$ cat config.mk
export PLATFORM = sky130hd
export DESIGN_NAME = mmio_uart_tx_flat
export DESIGN_NICKNAME = d
export VERILOG_FILES = /design/src/rtl/mmio_uart_tx_if.sv /design/src/rtl/mmio_uart_tx.sv /design/src/flat_wrapper.sv
export SDC_FILE = /design/constraint.sdc
export NUM_CORES = 1
export LEC_CHECK = 0
export CELL_PAD_IN_SITES_DETAIL_PLACEMENT = 1
export CELL_PAD_IN_SITES_GLOBAL_PLACEMENT = 1
export CORE_UTILIZATION = 39
export DETAILED_ROUTE_END_ITERATION = 10
export GPL_TIMING_DRIVEN = 1
export PLACE_DENSITY_LB_ADDON = 0.12
export SETUP_SLACK_MARGIN = 0.5
export SKIP_LAST_GASP = 1
export SYNTH_ARGS = -nofsm -noshare
export SYNTH_HDL_FRONTEND = slang
export SYNTH_SLANG_ARGS = --single-unit
$ cat constraint.sdc
create_clock -name clk -period 3.7 [get_ports clk]
set_clock_uncertainty 0.2 [all_clocks]
set_input_delay 0.74 -clock clk [delete_from_list [all_inputs] [get_ports clk]]
set_output_delay 0.74 -clock clk [all_outputs]
set_load 0.01 [all_outputs]
$ cat src/rtl/mmio_uart_tx_if.sv
// Processor data-bus port as seen by the UART/halt MMIO block.
// The master drives requests, and the slave returns registered read data.
interface mmio_uart_tx_if;
  logic [31:0] mem_addr;
  logic        mem_oe;
  logic [31:0] mem_wdata;
  logic [3:0]  mem_we;
  logic [31:0] mem_rdata;
  logic        mem_valid;

  modport master (
    output mem_addr, mem_oe, mem_wdata, mem_we,
    input  mem_rdata, mem_valid
  );

  modport slave (
    input  mem_addr, mem_oe, mem_wdata, mem_we,
    output mem_rdata, mem_valid
  );
endinterface

$ cat src/rtl/mmio_uart_tx.sv
// MMIO UART transmitter: byte FIFO feeding an 8N1 serialiser, status reads,
// and the sticky halt register used by synthesis builds in place of $finish.
module mmio_uart_tx #(
  parameter int unsigned BAUD_DIV  = 868,
  parameter int unsigned FIFO_LOG  = 4,
  parameter logic [31:0] BASE      = 32'hf0000100,
  parameter logic [31:0] HALT_ADDR = 32'hf0000000
) (
  input  logic                 clk,
  input  logic                 rst,
  mmio_uart_tx_if.slave        bus,
  output logic                 txd,
  output logic                 halt,
  output logic [31:0]          halt_code
);

  localparam int unsigned          Depth    = 1 << FIFO_LOG;
  localparam logic [FIFO_LOG:0]    DepthCnt = Depth[FIFO_LOG:0];
  localparam logic [FIFO_LOG:0]    PtrOne   = 1;
  localparam logic [15:0]          BaudLast = 16'(BAUD_DIV - 1);

  typedef enum logic [1:0] {StIdle, StStart, StData, StStop} state_e;

  state_e               state_q, state_d;
  logic [15:0]          baud_q, baud_d;
  logic [2:0]           bit_q, bit_d;
  logic [7:0]           shift_q, shift_d;
  logic [FIFO_LOG:0]    wptr_q, wptr_d, rptr_q, rptr_d;
  logic [7:0]           fifo_q [Depth];
  logic                 ovf_q, ovf_d;
  logic                 valid_q, valid_d;
  logic [31:0]          rdata_q, rdata_d;
  logic                 halt_q, halt_d;
  logic [31:0]          code_q, code_d;

  logic                 is_wr, is_rd, hit_base, hit_stat, hit_halt;
  logic [FIFO_LOG:0]    count;
  logic                 full, empty, push, drop, pop, busy;

  assign is_wr    = bus.mem_oe & bus.mem_we[0];
  assign is_rd    = bus.mem_oe & (bus.mem_we == 4'b0000);
  assign hit_base = (bus.mem_addr == BASE);
  assign hit_stat = (bus.mem_addr == BASE + 32'd4);
  assign hit_halt = (bus.mem_addr == HALT_ADDR);

  // Full is judged on the pre-edge count, so a same-cycle pop cannot rescue a write.
  assign count = wptr_q - rptr_q;
  assign full  = (count == DepthCnt);
  assign empty = (count == '0);
  assign push  = is_wr & hit_base & ~full;
  assign drop  = is_wr & hit_base & full;
  assign busy  = (state_q != StIdle);

  assign wptr_d = push ? wptr_q + PtrOne : wptr_q;
  assign rptr_d = pop  ? rptr_q + PtrOne : rptr_q;

  always_comb begin
    state_d = state_q;
    baud_d  = baud_q;
    bit_d   = bit_q;
    shift_d = shift_q;
    pop     = 1'b0;
    unique case (state_q)
      StIdle: begin
        if (!empty) begin
          pop     = 1'b1;
          shift_d = fifo_q[rptr_q[FIFO_LOG-1:0]];
          baud_d  = BaudLast;
          state_d = StStart;
        end
      end
      StStart: begin
        if (baud_q == 16'd0) begin
          baud_d  = BaudLast;
          bit_d   = 3'd0;
          state_d = StData;
        end else begin
          baud_d = baud_q - 16'd1;
        end
      end
      StData: begin
        if (baud_q == 16'd0) begin
          baud_d  = BaudLast;
          shift_d = shift_q >> 1;
          bit_d   = bit_q + 3'd1;
          if (bit_q == 3'd7) state_d = StStop;
        end else begin
          baud_d = baud_q - 16'd1;
        end
      end
      StStop: begin
        if (baud_q == 16'd0) begin
          if (!empty) begin
            // Back-to-back frames: next start bit follows the stop bit directly.
            pop     = 1'b1;
            shift_d = fifo_q[rptr_q[FIFO_LOG-1:0]];
            baud_d  = BaudLast;
            state_d = StStart;
          end else begin
            state_d = StIdle;
          end
        end else begin
          baud_d = baud_q - 16'd1;
        end
      end
      default: state_d = StIdle;
    endcase
  end

  always_comb begin
    txd = 1'b1;
    unique case (state_q)
      StStart: txd = 1'b0;
      StData:  txd = shift_q[0];
      default: txd = 1'b1;
    endcase
  end

  always_comb begin
    valid_d = 1'b0;
    rdata_d = 32'd0;
    if (is_rd && hit_base) begin
      valid_d = 1'b1;
      rdata_d = {31'd0, ~full};
    end else if (is_rd && hit_stat) begin
      valid_d = 1'b1;
      rdata_d = {busy, ovf_q, 22'd0, 8'(count)};
    end else if (is_rd && hit_halt) begin
      valid_d = 1'b1;
      rdata_d = {31'd0, halt_q};
    end
  end

  // A status read clears ovf, but an overflow in the same cycle wins.
  assign ovf_d  = (ovf_q & ~(is_rd & hit_stat)) | drop;
  assign halt_d = halt_q | (is_wr & hit_halt);
  assign code_d = (is_wr & hit_halt & ~halt_q) ? bus.mem_wdata : code_q;

  always_ff @(posedge clk) begin
    if (!rst) begin
      state_q <= StIdle;
      baud_q  <= 16'd0;
      bit_q   <= 3'd0;
      shift_q <= 8'd0;
      wptr_q  <= '0;
      rptr_q  <= '0;
      ovf_q   <= 1'b0;
      valid_q <= 1'b0;
      rdata_q <= 32'd0;
      halt_q  <= 1'b0;
      code_q  <= 32'd0;
    end else begin
      state_q <= state_d;
      baud_q  <= baud_d;
      bit_q   <= bit_d;
      shift_q <= shift_d;
      wptr_q  <= wptr_d;
      rptr_q  <= rptr_d;
      ovf_q   <= ovf_d;
      valid_q <= valid_d;
      rdata_q <= rdata_d;
      halt_q  <= halt_d;
      code_q  <= code_d;
    end
  end

  always_ff @(posedge clk) begin
    if (rst && push) fifo_q[wptr_q[FIFO_LOG-1:0]] <= bus.mem_wdata[7:0];
  end

  assign bus.mem_valid = valid_q;
  assign bus.mem_rdata = rdata_q;
  assign halt          = halt_q;
  assign halt_code     = code_q;

endmodule
$ cat src/flat_wrapper.sv
// flat-port wrapper written by rule: the top's interface ports become plain ports
module mmio_uart_tx_flat 
#(
  parameter int unsigned BAUD_DIV  = 868,
  parameter int unsigned FIFO_LOG  = 4,
  parameter logic [31:0] BASE      = 32'hf0000100,
  parameter logic [31:0] HALT_ADDR = 32'hf0000000
)
  (clk, rst, txd, halt, halt_code, bus_mem_addr, bus_mem_oe, bus_mem_wdata, bus_mem_we, bus_mem_rdata, bus_mem_valid);
  mmio_uart_tx_if bus_i ();
  input  logic clk;
  input  logic rst;
  output logic txd;
  output logic halt;
  output logic [31:0] halt_code;
  input wire logic [$bits(bus_i.mem_addr)-1:0] bus_mem_addr;
  input wire logic [$bits(bus_i.mem_oe)-1:0] bus_mem_oe;
  input wire logic [$bits(bus_i.mem_wdata)-1:0] bus_mem_wdata;
  input wire logic [$bits(bus_i.mem_we)-1:0] bus_mem_we;
  output wire logic [$bits(bus_i.mem_rdata)-1:0] bus_mem_rdata;
  output wire logic [$bits(bus_i.mem_valid)-1:0] bus_mem_valid;
  assign bus_i.mem_addr = bus_mem_addr;
  assign bus_i.mem_oe = bus_mem_oe;
  assign bus_i.mem_wdata = bus_mem_wdata;
  assign bus_i.mem_we = bus_mem_we;
  assign bus_mem_rdata = bus_i.mem_rdata;
  assign bus_mem_valid = bus_i.mem_valid;
  mmio_uart_tx #(.BAUD_DIV(BAUD_DIV), .FIFO_LOG(FIFO_LOG), .BASE(BASE), .HALT_ADDR(HALT_ADDR)) u_core (.clk(clk), .rst(rst), .bus(bus_i), .txd(txd), .halt(halt), .halt_code(halt_code));
endmodule
==> results of run 1 <==
[cell usage in the layout (no fill, tap or decap), types with 22 or more instances in the layout]
cell type and n:
sky130_fd_sc_hd__conb_1 25, sky130_fd_sc_hd__edfxtp_1 128, sky130_fd_sc_hd__nand2_1 64, sky130_fd_sc_hd__clkbuf_16 24
sky130_fd_sc_hd__nand3_1 45, sky130_fd_sc_hd__buf_4 22, sky130_fd_sc_hd__o21ai_0 51, sky130_fd_sc_hd__clkdlybuf4s50_1 110
sky130_fd_sc_hd__mux2i_1 31, sky130_fd_sc_hd__a21oi_1 36, sky130_fd_sc_hd__nor2_1 44, sky130_fd_sc_hd__dfxtp_1 83
[worst reg2reg max path: cells and delay by family (launching register included)]
| kind | cells | cell delay, ns |
|---|---|---|
| buffers and inverters | 2 | 0.31 |
| AOI/OAI and AO/OA | 2 | 0.33 |
| xor gates and xnor gates | 1 | 0.24 |
| and+or+nand+nor | 2 | 0.58 |
| DFF | 1 | 0.35 |
| adders and majority gates | 2 | 0.66 |
[cell type report]
class | instances | share of cell area, %
multi-input combinational | 497 | 31.0
clock inverter | 15 | 0.835
timing repair buffer | 137 | 11.4
inverter | 18 | 0.610
tap | 319 | 3.41
sequential | 213 | 47.4
clock buffer | 28 | 5.26
[cells by family (layout without fill, tap and decap cells)]
family,after synthesis,in the layout,synth area share [%]
simple gates,242,242,13.0
flops,213,213,59.9
compound gates,149,149,10.5
buf+inv,86,198,4.68
mux,52,52,8.34
fa+ha+maj,18,18,2.51
xor+xnor,11,11,1.04
other cells,1,25,0.0405
[registers in the layout (all words and copies together) (netlist names), named ones only]
register	cells
u_core.baud_q	16
u_core.bit_q	3
u_core.bus.mem_rdata	7
u_core.bus.mem_valid	1
u_core.fifo_q	128
u_core.halt	1
u_core.halt_code	32
u_core.ovf_q	1
u_core.rptr_q	5
u_core.shift_q	8
u_core.state_q	2
u_core.wptr_q	5
[cells in the mapped netlist (2+ instances only)]
library cell / number
sky130_fd_sc_hd__a2111oi_0: 7
sky130_fd_sc_hd__a211o_1: 2
sky130_fd_sc_hd__a21oi_1: 37
sky130_fd_sc_hd__a221o_1: 2
sky130_fd_sc_hd__a221oi_1: 13
sky130_fd_sc_hd__a311oi_1: 7
sky130_fd_sc_hd__a31oi_1: 4
sky130_fd_sc_hd__and2_1: 2
sky130_fd_sc_hd__and3_1: 6
sky130_fd_sc_hd__buf_1: 4
sky130_fd_sc_hd__buf_2: 4
sky130_fd_sc_hd__buf_4: 26
sky130_fd_sc_hd__clkbuf_1: 33
sky130_fd_sc_hd__dfxtp_1: 85
sky130_fd_sc_hd__edfxtp_1: 128
sky130_fd_sc_hd__ha_1: 17
sky130_fd_sc_hd__inv_1: 17
sky130_fd_sc_hd__mux2i_1: 31
sky130_fd_sc_hd__mux4_2: 20
sky130_fd_sc_hd__nand2_1: 64
sky130_fd_sc_hd__nand2b_1: 5
sky130_fd_sc_hd__nand3_1: 45
sky130_fd_sc_hd__nor2_1: 46
sky130_fd_sc_hd__nor2b_1: 14
sky130_fd_sc_hd__nor3_1: 12
sky130_fd_sc_hd__nor3b_1: 2
sky130_fd_sc_hd__nor4_1: 16
sky130_fd_sc_hd__nor4b_1: 2
sky130_fd_sc_hd__o211ai_1: 2
sky130_fd_sc_hd__o21a_1: 5
sky130_fd_sc_hd__o21ai_0: 52
sky130_fd_sc_hd__o31ai_1: 2
sky130_fd_sc_hd__o32ai_1: 4
sky130_fd_sc_hd__or2_2: 3
sky130_fd_sc_hd__or3_1: 11
sky130_fd_sc_hd__or4_1: 6
sky130_fd_sc_hd__xnor2_1: 7
sky130_fd_sc_hd__xor2_1: 4
[timing repair]
action / 4_1_cts / 5_1_grt
gates cloned: 0 / 0
gates resized for setup: 23 / 8
pin swaps: 5 / 1
setup buffers: 3 / 0
endpoints found under the setup margin: 151 / 153
[power breakdown]
| group | internal (mW) | switching [mW] | total, mW |
|---|---|---|---|
| sequential | 2.63 | 0.147 | 2.78 |
| clock | 1.20 | 0.960 | 2.16 |
| combinational | 0.967 | 1.40 | 2.37 |
| total | 4.80 | 2.51 | 7.31 |
[final timing paths]
check / from / depth (start not counted) / to
max: u_core.wptr_q[0]$_SDFFE_PN0P_ / 9 / u_core.fifo_q[15][2]$_DFFE_PP_
max reg2reg: u_core.wptr_q[0]$_SDFFE_PN0P_ / 9 / u_core.fifo_q[15][2]$_DFFE_PP_
min reg2reg: u_core.halt_code[23]$_SDFFE_PN0P_ / 2 / u_core.halt_code[23]$_SDFFE_PN0P_
min: u_core.halt_code[23]$_SDFFE_PN0P_ / 2 / u_core.halt_code[23]$_SDFFE_PN0P_
[per-layer routing]
metal  vias up  global-route usage (%)
met5         -                       0
met4         0                    5.60
met3        39                    3.92
met2       194                    34.4
met1      3303                    27.0
li1       3084                       -
[through the flow]
step                      power, mW  hold WS, ns  cells  setup WS, ns  utilization (%)
after floorplan                4.39        0.205    796         0.517                -
after detailed placement       5.05        0.244   1181       -0.0860             46.2
final                          7.31        0.252   1227         0.667             50.0
after CTS                      7.31        0.257   1227         0.496             49.8
after global routing           7.68        0.273   1227         0.481             50.0
after global placement         4.95        0.241   1181      -0.00128             46.2
==> run summary, run 1 <==
====================================================================================
Share of synthesized registers carrying an async set or reset                     0%
Io pins                                                                          138
Via count of the first global-routing pass                                      6894
Setup Crit Path Kind                                                      reg -> reg
Length of the first detailed-routing pass in iterations                            5
M1 wire length                                                               10.6 mm
Max-cap violations                                                                 0
Combined area of the multi-input logic cells                             0.00363 mm²
Area growth, synth to finish                                                   26.3%
Area of all placed cells without fillers                                  0.0117 mm²
Worst min-delay path class                                                reg -> reg
Highest layer used for signal routing                                           met4
Met3 routed wirelength                                                       1.45 mm
Vias per Instance                                                               5.40
Highest-delay cell along the critical path                              sky130_fd_sc_hd__fa_2
First DRT Iteration DRCs                                                         445
Synth top area cells                                                    sky130_fd_sc_hd__edfxtp_1, sky130_fd_sc_hd__dfxtp_1, sky130_fd_sc_hd__mux4_2
Die X-Extent                                                                  156 µm
Wire length per cell after detailed routing                                  20.1 µm
Number of I/O port buffers                                                       112
RSZ-0062 raised after global routing                                            true
# DRC                                                                              0
Most area-hungry cell type in the Yosys netlist                         sky130_fd_sc_hd__edfxtp_1
Final setup violation count                                                        0
Chip height                                                                   156 µm
Number of antenna-violating nets in the routed design                              0
Maximum number of pins on one net before global-route repair                      69
Fraction of synthesized cell area taken by the top area cell type              41.5%
Total via count in the routed design                                            6620
CP cell instances                                                       inv_1, ha_1, fa_2, nand2b_4, a21oi_4, xor2_2, o21ai_4, buf_4, nor3_4
Maximum fanout encountered on the critical timing path                             8
Number of antenna violations at the first check in global routing                  0
Data arrival, critical path                                                  2.99 ns
Register area share after synthesis                                            59.9%
Period utilisation layout                                                      82.0%
Clk slew on worst S/H paths                                                  0.05 ns
Cell chosen for the clock root                                          sky130_fd_sc_hd__clkbuf_16
Max incr delay on CP                                                         0.42 ns
Cell type group with the largest total delay on the critical path        adder cells
First-pass GRT wire length                                                   38.4 mm
TritonCTS clock tree                                                            done
Tightest slew margin relative to the limit                                     36.7%
Standard-cell row count                                                           56
Number of pins with negative max-slew slack in the final report                    0
Number of enable flip-flop cells after synthesis                                 128
FF/Latch Area                                                            0.00555 mm²
Number of filler instances in the final layout                                  2464
Clock buffer depth                                                                 3
Critical path required time                                                  3.66 ns
Number of buffers inserted during clock tree synthesis                            24
Diode count                                                                        0
Summed negative setup slack over all endpoints                                  0 ns
Maximum ir drop on the vdd rail                                               440 µV
Combined buffer and inverter count along the critical path                         2
Total power density per cell area                                         625 mW/mm²
Initial Util                                                                   39.5%
Number of hold-slack violations in the final timing report                         0
Total track usage                                                              20.5%
Die outline area                                                          0.0244 mm²
Core Region                                                               0.0234 mm²
Sink Count                                                                       213
Maximum level of the CTS H-tree                                                    1
Netlist Area Pre-Place                                                   0.00926 mm²
Avg Synthesized Cell Area                                                   12.0 µm²
Flip-flop and latch count after synthesis                                        213
Total congestion overflow after global routing                                     0
Cell Area, Placed                                                         0.0108 mm²
Hold Buf Count CTS                                                                 0
Weighted congestion at the end of routability-driven global placement          0.816
Most used flip-flop cell after synthesis                                sky130_fd_sc_hd__edfxtp_1
Nets@finish                                                                      980
Number of standard cells after synthesis                                         772
Setup slack of the worst register-to-register path                           0.67 ns
Max Fclk                                                                   0.330 GHz
Crit end category                                                           register
Measured slew at the worst slew-check pin                                   0.950 ns
Distinct cell type count of the synthesized netlist                               63
CP startpoint kind                                                          register
Min Clock Period, post-route                                                 3.03 ns
Total leakage power                                                          3.88 nW
Yosys Warn Count                                                                   0
Detailed route wirelength on metal2                                          12.1 mm
Clk_lat worst skew                                                           0.52 ns
Run status                                                              complete, no violations
Detailed placement HPWL                                                      16.8 mm
Total wire length                                                            24.7 mm
Layout cell share with drive strength beyond 1                                 13.7%
====================================================================================
(Power assumes the default switching activity.)
==> run 2: changes to the inputs <==
- clock period: 3.7 -> 2.65 ns (I/O delays scaled with it)
==> run summary, run 2 (synthesis results as in run 1) <==
====================================================================================
Min Clock Period, post-route                                                 2.74 ns
Measured slew at the worst slew-check pin                                   0.752 ns
Worst min-delay path class                                                reg -> reg
Total leakage power                                                          5.00 nW
Setup slack of the worst register-to-register path                          -0.09 ns
Max incr delay on CP                                                         0.56 ns
Portion of total power attributed to sequential cells                          30.8%
Hold-critical path endpoint                                             u_core.bus.mem_rdata[30]$_SDFF_PP0_
Switching share of power                                                       34.3%
Fin worst setup slack                                                     -0.0900 ns
CP cell instances                                                       inv_2, ha_4, fa_2, nand3_2, a221oi_4, nor2_4, o21ai_4, nor3b_2, buf_4, nor2b_4, buf_6
Max Fclk                                                                   0.365 GHz
FF-to-FF End                                                            u_core.fifo_q[4][1]$_DFFE_PP_
Final setup violation count                                                       96
Violations in the final reports                                         negative setup slack
Cell-internal power                                                          8.34 mW
Total congestion overflow after global routing                                     0
Commonest non-fill, non-tap cell in the layout                          sky130_fd_sc_hd__edfxtp_1
Relative contribution of combinational cells to total power                    44.2%
Sink Count                                                                       213
First-pass GRT wire length                                                   42.3 mm
Number of filler instances in the final layout                                  2368
Chip height                                                                   156 µm
Die X-Extent                                                                  156 µm
Run status                                                              complete, but fails checks
Number of antenna-violating nets in the routed design                              0
Total track usage                                                              22.8%
Tightest slew margin relative to the limit                                     49.6%
Cell Area, Placed                                                         0.0115 mm²
Vias per Instance                                                               5.34
Max FFs per register                                                             128
Period utilisation layout                                                       103%
Via count of the first global-routing pass                                      7427
Maximum ir drop on the vdd rail                                               642 µV
Nets@finish                                                                     1088
Clk_lat worst skew                                                           0.52 ns
Combined buffer and inverter count along the critical path                         3
Weighted congestion at the end of routability-driven global placement          0.831
Number of hold-slack violations in the final timing report                         0
Leading cell types in the layout, fill and taps excluded                sky130_fd_sc_hd__edfxtp_1, sky130_fd_sc_hd__buf_4, sky130_fd_sc_hd__dfxtp_1
Layout cell share with drive strength beyond 1                                 35.7%
Cell type group with the largest total delay on the critical path        adder cells
Max-cap violations                                                                 0
Data arrival, critical path                                                  2.82 ns
Detailed placement HPWL                                                      18.1 mm
Hold Buf Count CTS                                                                 0
Setup Crit Path Kind                                                      reg -> reg
Standard-cell row count                                                           56
Area of all placed cells without fillers                                  0.0135 mm²
Maximum fanout encountered on the critical timing path                             8
First DRT Iteration DRCs                                                         408
Net switching component of the power                                         4.35 mW
TritonCTS clock tree                                                            done
CP Depth                                                                          11
Clock buffer depth                                                                 3
Relative contribution of the clock network to total power                      25.0%
Wire length per cell after detailed routing                                  21.4 µm
# DRC                                                                              0
Clk slew on worst S/H paths                                                  0.06 ns
Number of buffers inserted during clock tree synthesis                            23
Number of pins with negative max-slew slack in the final report                    0
Diode count                                                                        0
Pre-CTS worst setup slack                                                  -0.603 ns
Total via count in the routed design                                            7131
RSZ-0062 raised after global routing                                            true
Area growth, synth to finish                                                   46.0%
Utilization after layout                                                       57.7%
Number of antenna violations at the first check in global routing                  0
Maximum level of the CTS H-tree                                                    1
Min-Delay Startpoint                                                    u_core.ovf_q$_SDFF_PN0_
Highest-delay cell along the critical path                              sky130_fd_sc_hd__fa_2
Total power density per cell area                                         939 mW/mm²
Critical path required time                                                  2.73 ns
Io pins                                                                          138
Core Region                                                               0.0234 mm²
Total wire length                                                            28.5 mm
Worst Reg2Reg Path Length in Cells                                                11
CP startpoint kind                                                          register
Summed negative setup slack over all endpoints                              -4.73 ns
Die outline area                                                          0.0244 mm²
Crit end category                                                           register
Cell chosen for the clock root                                          sky130_fd_sc_hd__clkbuf_16
Number of I/O port buffers                                                       112
Maximum number of pins on one net before global-route repair                      45
Startpoint of the most critical register-to-register path               u_core.wptr_q[0]$_SDFFE_PN0P_
Initial Util                                                                   39.5%
Length of the first detailed-routing pass in iterations                            5
Cell depth of the worst min-delay path                                             2
====================================================================================
run 2: cell types whose count changed in the layout (fill, tap and decap cells not counted), moves of 23 or more:
cell,delta
sky130_fd_sc_hd__buf_6,+31
sky130_fd_sc_hd__nand3_1,-23
sky130_fd_sc_hd__clkdlybuf4s50_1,-59
sky130_fd_sc_hd__o21ai_1,+23
sky130_fd_sc_hd__o21ai_0,-40
sky130_fd_sc_hd__buf_4,+66
run 2: routing by layer:
metal	vias up	wire length (µm)	GRT usage [%]
li1	3320	-	-
met1	3567	11900	29.0
met2	205	14800	40.1
met3	39	1320	3.69
met4	0	518	5.84
met5	-	0	0
run 2: final cells by class:
cell class	count	area, µm²	share of cell area, %
flip-flops and latches	213	5560	41.2
multi-input cells	498	4300	31.8
repair buffers	245	2440	18.0
clock buffers	26	587	4.34
well taps	319	399	2.95
clock inverters	16	156	1.16
inverters	18	77.6	0.574
run 2: power by group through the flow:
stage	clock network, mW	registers [mW]	logic [mW]
floorplan	0	3.85	2.50
global placement	0	3.92	3.89
detailed placement	0	3.93	4.05
CTS	3.23	3.88	5.03
global route	3.34	3.93	5.97
finish	3.18	3.91	5.61
run 2: repair_timing:
item | in CTS | in global routing
endpoints found under the hold margin | 0 | 0
gates resized for setup | 250 | 93
buffers inserted | 20 | 15
pin swaps | 57 | 27
endpoints found under the setup margin | 218 | 221
gates cloned | 6 | 2
run 2: worst min-delay path: stages, from the launching register on:
cell and delay (ns):
sky130_fd_sc_hd__dfxtp_1 0.30, sky130_fd_sc_hd__inv_1 0.04, sky130_fd_sc_hd__nor2_1 0.04
run 2: how the worst max path moves through the flow:
stage / start / end / slack (ns)
final: u_core.wptr_q[0]$_SDFFE_PN0P_ / u_core.fifo_q[4][1]$_DFFE_PP_ / -0.09
after global routing: u_core.rptr_q[0]$_SDFFE_PN0P_ / u_core.fifo_q[8][7]$_DFFE_PP_ / -0.17
after CTS: u_core.wptr_q[0]$_SDFFE_PN0P_ / u_core.fifo_q[4][3]$_DFFE_PP_ / -0.08
after detailed placement: bus_mem_addr[1] / u_core.fifo_q[6][6]$_DFFE_PP_ / -0.60
after global placement: bus_mem_addr[21] / u_core.fifo_q[10][1]$_DFFE_PP_ / -0.52
after floorplan: u_core.wptr_q[0]$_SDFFE_PN0P_ / u_core.fifo_q[0][0]$_DFFE_PP_ / -0.18
run 2: per-stage QoR:
stage	std cells	hold WS, ns	power, mW
floorplan	796	0.205	6.34
global placement	1250	0.218	7.81
detailed placement	1250	0.225	7.99
CTS	1318	0.231	12.1
global route	1335	0.250	13.2
finish	1335	0.231	12.7
